**config.mk**
```make
export PLATFORM = sky130hd
export DESIGN_NAME = canright_aes_sbox
export DESIGN_NICKNAME = d
export VERILOG_FILES = /design/src/rtl/canright_aes_sbox.sv
export SDC_FILE = /design/constraint.sdc
export NUM_CORES = 1
export LEC_CHECK = 0
export ABC_AREA = 1
export CORE_ASPECT_RATIO = 1.75
export CORE_MARGIN = 3
export CORE_UTILIZATION = 43
export CTS_CLUSTER_DIAMETER = 120
export DETAILED_ROUTE_END_ITERATION = 10
export PLACE_DENSITY_LB_ADDON = 0.15
export SKIP_LAST_GASP = 1
export SLEW_MARGIN = 10
export SYNTH_ARGS = -nofsm -noshare
export SYNTH_HDL_FRONTEND = slang
export SYNTH_SLANG_ARGS = --single-unit
```
**constraint.sdc**
```tcl
create_clock -name clk -period 0.8 [get_ports clk]
set_clock_uncertainty 0.05 [all_clocks]
set_input_delay 0.16 -clock clk [delete_from_list [all_inputs] [get_ports clk]]
set_output_delay 0.16 -clock clk [all_outputs]
set_load 0.02 [all_outputs]
```
**src/rtl/canright_aes_sbox.sv**
```systemverilog
// ============================================================================
// canright_aes_sbox
//
// Purpose
//   Combined AES S-box / inverse S-box with a single registered output.
//   The GF(2^8) multiplicative inverse is computed in the composite field
//   GF(((2^2)^2)^2). Normal bases are used at every level:
//     GF(4)   over GF(2)  : [W^2, W]     where W^2 + W + 1 = 0
//     GF(16)  over GF(4)  : [Y^4, Y]     where Y^2 + Y + N = 0,  N  = W^2
//     GF(256) over GF(16) : [Z^16, Z]    where Z^2 + Z + nu = 0, nu = N*Y
//   In every tower word the high half holds the coefficient of the
//   conjugate (Y^4 / Z^16 / W^2) and the low half the coefficient of the
//   root itself (Y / Z / W).
//
//   The basis-change matrices between the AES polynomial basis and the
//   tower basis are derived at elaboration time from the roots W, Y and Z.
//   The roots are found inside GF(2^8) mod x^8+x^4+x^3+x+1. The derived
//   matrices are constants, so the datapath reduces to fixed XOR networks.
//   Nothing is stored as a 256-entry table.
//
//   Forward : Q = Aff(Inv(A))      = (L*M)*Inv_t(Minv*A) ^ 0x63
//   Inverse : Q = Inv(Aff^-1(A))   = M*Inv_t((Minv*Linv)*A ^ Minv*0x05)
//   L/Linv are the linear parts of the affine / inverse affine maps.
//   M maps tower to polynomial basis. Minv is the inverse of M.
//   encrypt picks one of the two input matrices and one of the two output
//   matrices. The single tower inverter Inv_t sits between them.
//
// Ports
//   clk      in   1  clock, rising edge active
//   rst_n    in   1  asynchronous active-low reset, clears Q to 0x00
//   A        in   8  input byte (bit 7 = MSB of the field element)
//   encrypt  in   1  1 = SubBytes, 0 = InvSubBytes
//   Q        out  8  registered result, one clock after A/encrypt sampled
// ============================================================================
module canright_aes_sbox (
    input  logic       clk,
    input  logic       rst_n,
    input  logic [7:0] A,
    input  logic       encrypt,
    output logic [7:0] Q
);

    // ------------------------------------------------------------------
    // Polynomial-basis helpers, only used to build constant matrices
    // ------------------------------------------------------------------
    function automatic logic [7:0] poly_mul(input logic [7:0] a, input logic [7:0] b);
        logic [7:0] acc;
        logic [7:0] sh;
        acc = 8'h00;
        sh  = a;
        for (int i = 0; i < 8; i++) begin
            if (b[i]) acc = acc ^ sh;
            sh = {sh[6:0], 1'b0} ^ (sh[7] ? 8'h1B : 8'h00);
        end
        return acc;
    endfunction

    // First root (in counting order) of x^2 + x + c. Either root of the
    // pair gives a valid normal basis, because the pair is the basis.
    function automatic logic [7:0] poly_root(input logic [7:0] c);
        logic [7:0] cand;
        logic [7:0] root;
        logic       found;
        root  = 8'h00;
        found = 1'b0;
        for (int i = 2; i < 256; i++) begin
            cand = 8'(i);
            if (!found && ((poly_mul(cand, cand) ^ cand ^ c) == 8'h00)) begin
                root  = cand;
                found = 1'b1;
            end
        end
        return root;
    endfunction

    // Linear parts of the AES affine map and its inverse
    function automatic logic [7:0] rotl8(input logic [7:0] x, input int n);
        logic [15:0] d;
        d = {x, x} << n;
        return d[15:8];
    endfunction

    function automatic logic [7:0] aff_lin(input logic [7:0] x);
        return x ^ rotl8(x, 1) ^ rotl8(x, 2) ^ rotl8(x, 3) ^ rotl8(x, 4);
    endfunction

    function automatic logic [7:0] inv_aff_lin(input logic [7:0] x);
        return rotl8(x, 1) ^ rotl8(x, 3) ^ rotl8(x, 6);
    endfunction

    // 8x8 GF(2) matrix stored as eight columns; column k is bits [8k+7:8k]
    function automatic logic [7:0] mat_apply(input logic [63:0] m, input logic [7:0] x);
        logic [7:0] acc;
        acc = 8'h00;
        for (int k = 0; k < 8; k++) begin
            if (x[k]) acc = acc ^ m[8*k +: 8];
        end
        return acc;
    endfunction

    // Columns of M: the polynomial-basis value of each tower basis element
    function automatic logic [63:0] tower_basis();
        logic [7:0]  w, w2, y, y4, nu, z, z16;
        logic [2:0]  kb;
        logic [63:0] m;
        w   = poly_root(8'h01);
        w2  = poly_mul(w, w);
        y   = poly_root(w2);
        y4  = poly_mul(poly_mul(y, y), poly_mul(y, y));
        nu  = poly_mul(w2, y);
        z   = poly_root(nu);
        z16 = z;
        for (int s = 0; s < 4; s++) z16 = poly_mul(z16, z16);
        m = 64'h0;
        for (int k = 0; k < 8; k++) begin
            kb = 3'(k);
            m[8*k +: 8] = poly_mul(poly_mul(kb[0] ? w2 : w, kb[1] ? y4 : y),
                                   kb[2] ? z16 : z);
        end
        return m;
    endfunction

    // Inverse of a bijective matrix: column j is the preimage of e_j
    function automatic logic [63:0] mat_invert(input logic [63:0] m);
        logic [63:0] r;
        r = 64'h0;
        for (int j = 0; j < 8; j++) begin
            for (int t = 0; t < 256; t++) begin
                if (mat_apply(m, 8'(t)) == (8'h01 << j)) r[8*j +: 8] = 8'(t);
            end
        end
        return r;
    endfunction

    function automatic logic [63:0] in_inv_matrix(input logic [63:0] p2t);
        logic [63:0] r;
        r = 64'h0;
        for (int k = 0; k < 8; k++) r[8*k +: 8] = mat_apply(p2t, inv_aff_lin(8'h01 << k));
        return r;
    endfunction

    function automatic logic [63:0] out_fwd_matrix(input logic [63:0] t2p);
        logic [63:0] r;
        r = 64'h0;
        for (int k = 0; k < 8; k++) r[8*k +: 8] = aff_lin(t2p[8*k +: 8]);
        return r;
    endfunction

    localparam logic [63:0] TOWER_TO_POLY = tower_basis();
    localparam logic [63:0] POLY_TO_TOWER = mat_invert(TOWER_TO_POLY);
    localparam logic [63:0] IN_INV_MAT    = in_inv_matrix(POLY_TO_TOWER);
    localparam logic [7:0]  IN_INV_CONST  = mat_apply(POLY_TO_TOWER, 8'h05);
    localparam logic [63:0] OUT_FWD_MAT   = out_fwd_matrix(TOWER_TO_POLY);

    localparam logic [1:0]  GF4_N   = 2'b10;    // N  = W^2
    localparam logic [3:0]  GF16_NU = 4'b0010;  // nu = W^2 * Y

    // ------------------------------------------------------------------
    // Tower-field arithmetic (this is the hardware inverter)
    // ------------------------------------------------------------------
    // GF(4), basis [W^2, W]: the product shares one AND term between halves
    function automatic logic [1:0] gf4_mul(input logic [1:0] a, input logic [1:0] b);
        logic s;
        s = (a[1] ^ a[0]) & (b[1] ^ b[0]);
        return {(a[1] & b[1]) ^ s, (a[0] & b[0]) ^ s};
    endfunction

    // Squaring in a normal basis is a swap; in GF(4) it is also the inverse
    function automatic logic [1:0] gf4_sq(input logic [1:0] a);
        return {a[0], a[1]};
    endfunction

    function automatic logic [3:0] gf16_mul(input logic [3:0] a, input logic [3:0] b);
        logic [1:0] s;
        s = gf4_mul(GF4_N, gf4_mul(a[3:2] ^ a[1:0], b[3:2] ^ b[1:0]));
        return {gf4_mul(a[3:2], b[3:2]) ^ s, gf4_mul(a[1:0], b[1:0]) ^ s};
    endfunction

    // (h,l) -> theta*(l,h), theta = (N*(h+l)^2 + h*l)^-1. Zero maps to zero.
    function automatic logic [3:0] gf16_inv(input logic [3:0] g);
        logic [1:0] hi, lo, t, ti;
        hi = g[3:2];
        lo = g[1:0];
        t  = gf4_mul(GF4_N, gf4_sq(hi ^ lo)) ^ gf4_mul(hi, lo);
        ti = gf4_sq(t);
        return {gf4_mul(ti, lo), gf4_mul(ti, hi)};
    endfunction

    // The same structure one level up, with nu in place of N
    function automatic logic [7:0] gf256_inv(input logic [7:0] g);
        logic [3:0] hi, lo, s, t, ti;
        hi = g[7:4];
        lo = g[3:0];
        s  = hi ^ lo;
        t  = gf16_mul(GF16_NU, gf16_mul(s, s)) ^ gf16_mul(hi, lo);
        ti = gf16_inv(t);
        return {gf16_mul(ti, lo), gf16_mul(ti, hi)};
    endfunction

    // ------------------------------------------------------------------
    // Stage p0: combinational S-box
    // ------------------------------------------------------------------
    logic [7:0] fwd_in_p0;
    logic [7:0] inv_in_p0;
    logic [7:0] tower_in_p0;
    logic [7:0] tower_out_p0;
    logic [7:0] fwd_out_p0;
    logic [7:0] inv_out_p0;
    logic [7:0] sbox_p0;

    always_comb begin
        fwd_in_p0    = mat_apply(POLY_TO_TOWER, A);
        inv_in_p0    = mat_apply(IN_INV_MAT, A) ^ IN_INV_CONST;
        tower_in_p0  = encrypt ? fwd_in_p0 : inv_in_p0;
        tower_out_p0 = gf256_inv(tower_in_p0);
        fwd_out_p0   = mat_apply(OUT_FWD_MAT, tower_out_p0) ^ 8'h63;
        inv_out_p0   = mat_apply(TOWER_TO_POLY, tower_out_p0);
        sbox_p0      = encrypt ? fwd_out_p0 : inv_out_p0;
    end

    // ------------------------------------------------------------------
    // Stage p1: output register
    // ------------------------------------------------------------------
    logic [7:0] q_p1;

    always_ff @(posedge clk or negedge rst_n) begin
        if (!rst_n) begin
            q_p1 <= 8'h00;
        end else begin
            q_p1 <= sbox_p0;
        end
    end

    assign Q = q_p1;

endmodule

```
==> results <==
- The count of final hold-check violations came to 0.
- Setup repair after global routing could not meet its margin everywhere.
- The detailed-route DRC error count is 0.
- From bottom edge to top edge, the die measures 114 um.
- Summing the areas of all fa, ha and maj instances in the mapped netlist gives 3.04% of the synthesized area.
- The HPWL after detailed placement is 7790 um.
- After synthesis, the cell types taking the most area are nand2_1, nand3_1, nand2_2, dfrtp_1, inv_1.
- The post-synthesis simple-gate area fraction is 62.0%.
- The post-route worst setup slack is -4.12 ns.
- The deepest clock path buffer count is 2.
- The final reports fail on setup timing.
- The critical path arrival is 4.99 ns.
- At the end of the flow, the number of nets in the layout was 657.
- The residual antenna-violating net count after detailed routing is 0.
- The first TritonRoute pass finished after 4 iterations.
- Summing all flip-flop and latch instances after layout gives 200 um2.
- The tool flagged a number of max-cap violations equal to 0.
- Summed over all failing endpoints, the final setup total negative slack is -33.74 ns.
- The TritonCTS buffer count is 3.
- The combined global-route utilization of all metal layers is 26.5%.
- The highest metal layer carrying signal wires in the routed design is met4.
- The final period demand of the worst path is 4.92 ns.
- The register with the most flip-flops in the layout has 8 of them.
- Counting stages on the worst path, the most repeated cell is nand2_1.
- Of the synthesized area, sequential elements account for 6.95%.
- For the pin with the worst max-slew slack, the measured transition is 0.298 ns.
- The largest stage delay on the critical path is 0.28 ns.
- The final RePlAce weighted congestion is 0.881.
- The area share of the largest cell type after synthesis is 29.1%.
- Pin placement for this block handled 19 I/O pins.
- The nature of the critical path startpoint is a primary input.
- In this run, synthesis inferred 0 flip-flops with an integrated enable.
- The die area is 7750 um2.
- The number of instances in the synthesized netlist is 499.
- In the detailed route, the total length drawn on met3 is 376 um.
- The floorplan has 38 rows.
- The clock tree from TritonCTS is yes.
- The number of antenna diodes in the final layout is 0.
- The ratio of final minimum period to clock period is 615%.
- The total length of routed met2 wires is 6840 um.
- The core area is 6320 um2.
- The type of destination of the critical path is a flop.
- By count the netlist is led by nand2_1, nand3_1, inv_1.
- After global routing the overflow that remains totals 0.
- CTS built an H-tree with a depth of 1.
- The complex-gate fraction of the synthesized area is 2.56%.
- The setup violation total in the final timing report is 16.
- The multiplexer area fraction after synthesis is 0%.
- The starting density of the core is 45.5%.
- Synthesis inferred 8 register bits.
- After Yosys synthesis, XOR and XNOR cells account for 16.9% of the synthesized area.
- The filler cells instantiated in the layout total 401.
- The cell area after synthesis is 2880 um2.
- The clock net in this run drives a total of 8 sinks.
- The most frequently used flop master after synthesis is dfrtp_1.
- The maximum clock rate is 203 MHz.
- The wire length per cell after detailed routing is 16.3 um.
- The chip width is 67.9 um.
- The initial antenna violation count is 0.
- The number of vias per cell is 5.24.
- The flow ran to the end, but the final reports show violations.
- The number of slew-limit violations in the final report was 0.
- The count of different cell masters after synthesis is 31.
- The via count of the first global-routing pass came to 3,715.
- For this run, the number of Yosys warnings is 0.
- Cells with a size suffix above 1 make up 62.2% of the layout.
- The required time of the worst setup path is 0.87 ns.
- The clock root buffer is clkbuf_8.
- After synthesis, the largest family of logic cells by area is simple AND/OR/NAND/NOR gates.
- The total routed wire length on the met1 layer is 3570 um.
- After clock tree synthesis, the clock-pin slew on the worst setup and hold paths is 0.04 ns.
- In this run the tool buffered the top-level ports with 18 buffer cells.
- The first-iteration detailed-routing DRC count is 157.
- The area growth from synthesis to final layout is 79.2%.
- The share of synthesized flip-flops with an asynchronous set or reset is 100%.
- The detailed router placed 3,758 vias in this run.
- The most frequently used cell type in the post-synthesis netlist is nand2_1.
- Counting every net in the synthesized netlist gives 517.
- The slowest stage of the critical path is the ha_4 cell.
- The type of the most critical hold path is primary input to asynchronous set/reset pin.
- The type of the worst setup path is primary input to flop.
- Along the worst path, the maximum fanout reaches 7.
- The multi-input combinational cells in the finished layout cover a total of 3420 um2.
- Measured against its own limit, the worst slew margin works out to 80.1%.
- The biggest area contributor in the post-synthesis netlist is nand2_1.
- The wire length of the first global-routing pass is 15,700 um.
- The final layout contains routed wiring with a total length of 11,700 um.
- In this run the mean area of a mapped cell was 5.77 um2.
- The maximum number of pins on one net before global-route repair is 10.
-- per-layer routing --
layer | vias to the layer above | global-route usage, %
met1 | 1723 | 21.0
met5 | - | 0
met4 | 0 | 21.5
met2 | 124 | 53.0
met3 | 66 | 2.65
li1 | 1845 | -
-- final timing paths --
check,start,endpoint,slack [ns],cells past startpoint
max,A[0],Q[1],-4.12,39
min,rst_n,Q[6],0.18,2
max in group asynchronous,rst_n,Q[3],0.39,2
min in group clk,encrypt,Q[1],0.56,5
-- timing repair --
item                       CTS  global route
setup buffers               18            10
gates resized for setup    158           150
hold buffers                 0             0
setup endpoints to repair   16            16
pin swaps                   65           101
-- cell usage in the layout (no fill, tap or decap), drive strengths merged --
| cell | n |
|---|---|
| xnor2 | 18 |
| xor2 | 21 |
| ha | 7 |
| o21ai | 7 |
| buf | 136 |
| nand4 | 6 |
| clkinv | 2 |
| o22ai | 2 |
| dlygate4sd2 | 1 |
| dfrtp | 8 |
| nand2 | 270 |
| inv | 55 |
| nor2 | 12 |
| nand3b | 1 |
| nand3 | 86 |
| clkbuf | 4 |
| clkdlybuf4s50 | 1 |
-- final cells by class --
type / instances / area share (%)
Multi-Input combinational cell: 430 / 66.2
Timing Repair Buffer: 139 / 22.2
Inverter: 57 / 5.00
Sequential cell: 8 / 3.88
Tap cell: 80 / 1.94
Clock buffer: 3 / 0.800
-- through the flow --
stage	instances	worst slack, ns	hold slack, ns	utilization [%]	area [um2]
after floorplan	499	-3.87	-0.186	-	3080
after global placement	687	-4.74	0.402	63.8	4030
after detailed placement	687	-4.86	0.414	63.8	4030
after CTS	708	-4.01	0.180	72.2	4570
after global routing	717	-4.46	0.200	81.6	5160
final	717	-4.12	0.181	81.6	5160
-- critical path: cells and delay by family --
| family | cells | cell delay [ns] |
|---|---|---|
| xor gates and xnor gates | 7 | 1.25 |
| adders and majority gates | 2 | 0.53 |
| buffers and inverters | 5 | 0.49 |
| and+or+nand+nor | 25 | 2.52 |
-- cell families (layout without fill, tap and decap cells) --
| logic type | Yosys count | after routing |
|---|---|---|
| AND/OR/NAND/NOR | 375 | 375 |
| buffers and inverters | 61 | 199 |
| flip-flops | 8 | 8 |
| AO/OA/AOI/OAI | 9 | 9 |
| adder cells (fa/ha/maj) | 7 | 7 |
| XOR/XNOR | 39 | 39 |
Power is not shown: default switching activity piles up to over one toggle a cycle in this logic, so the estimate is an artifact.
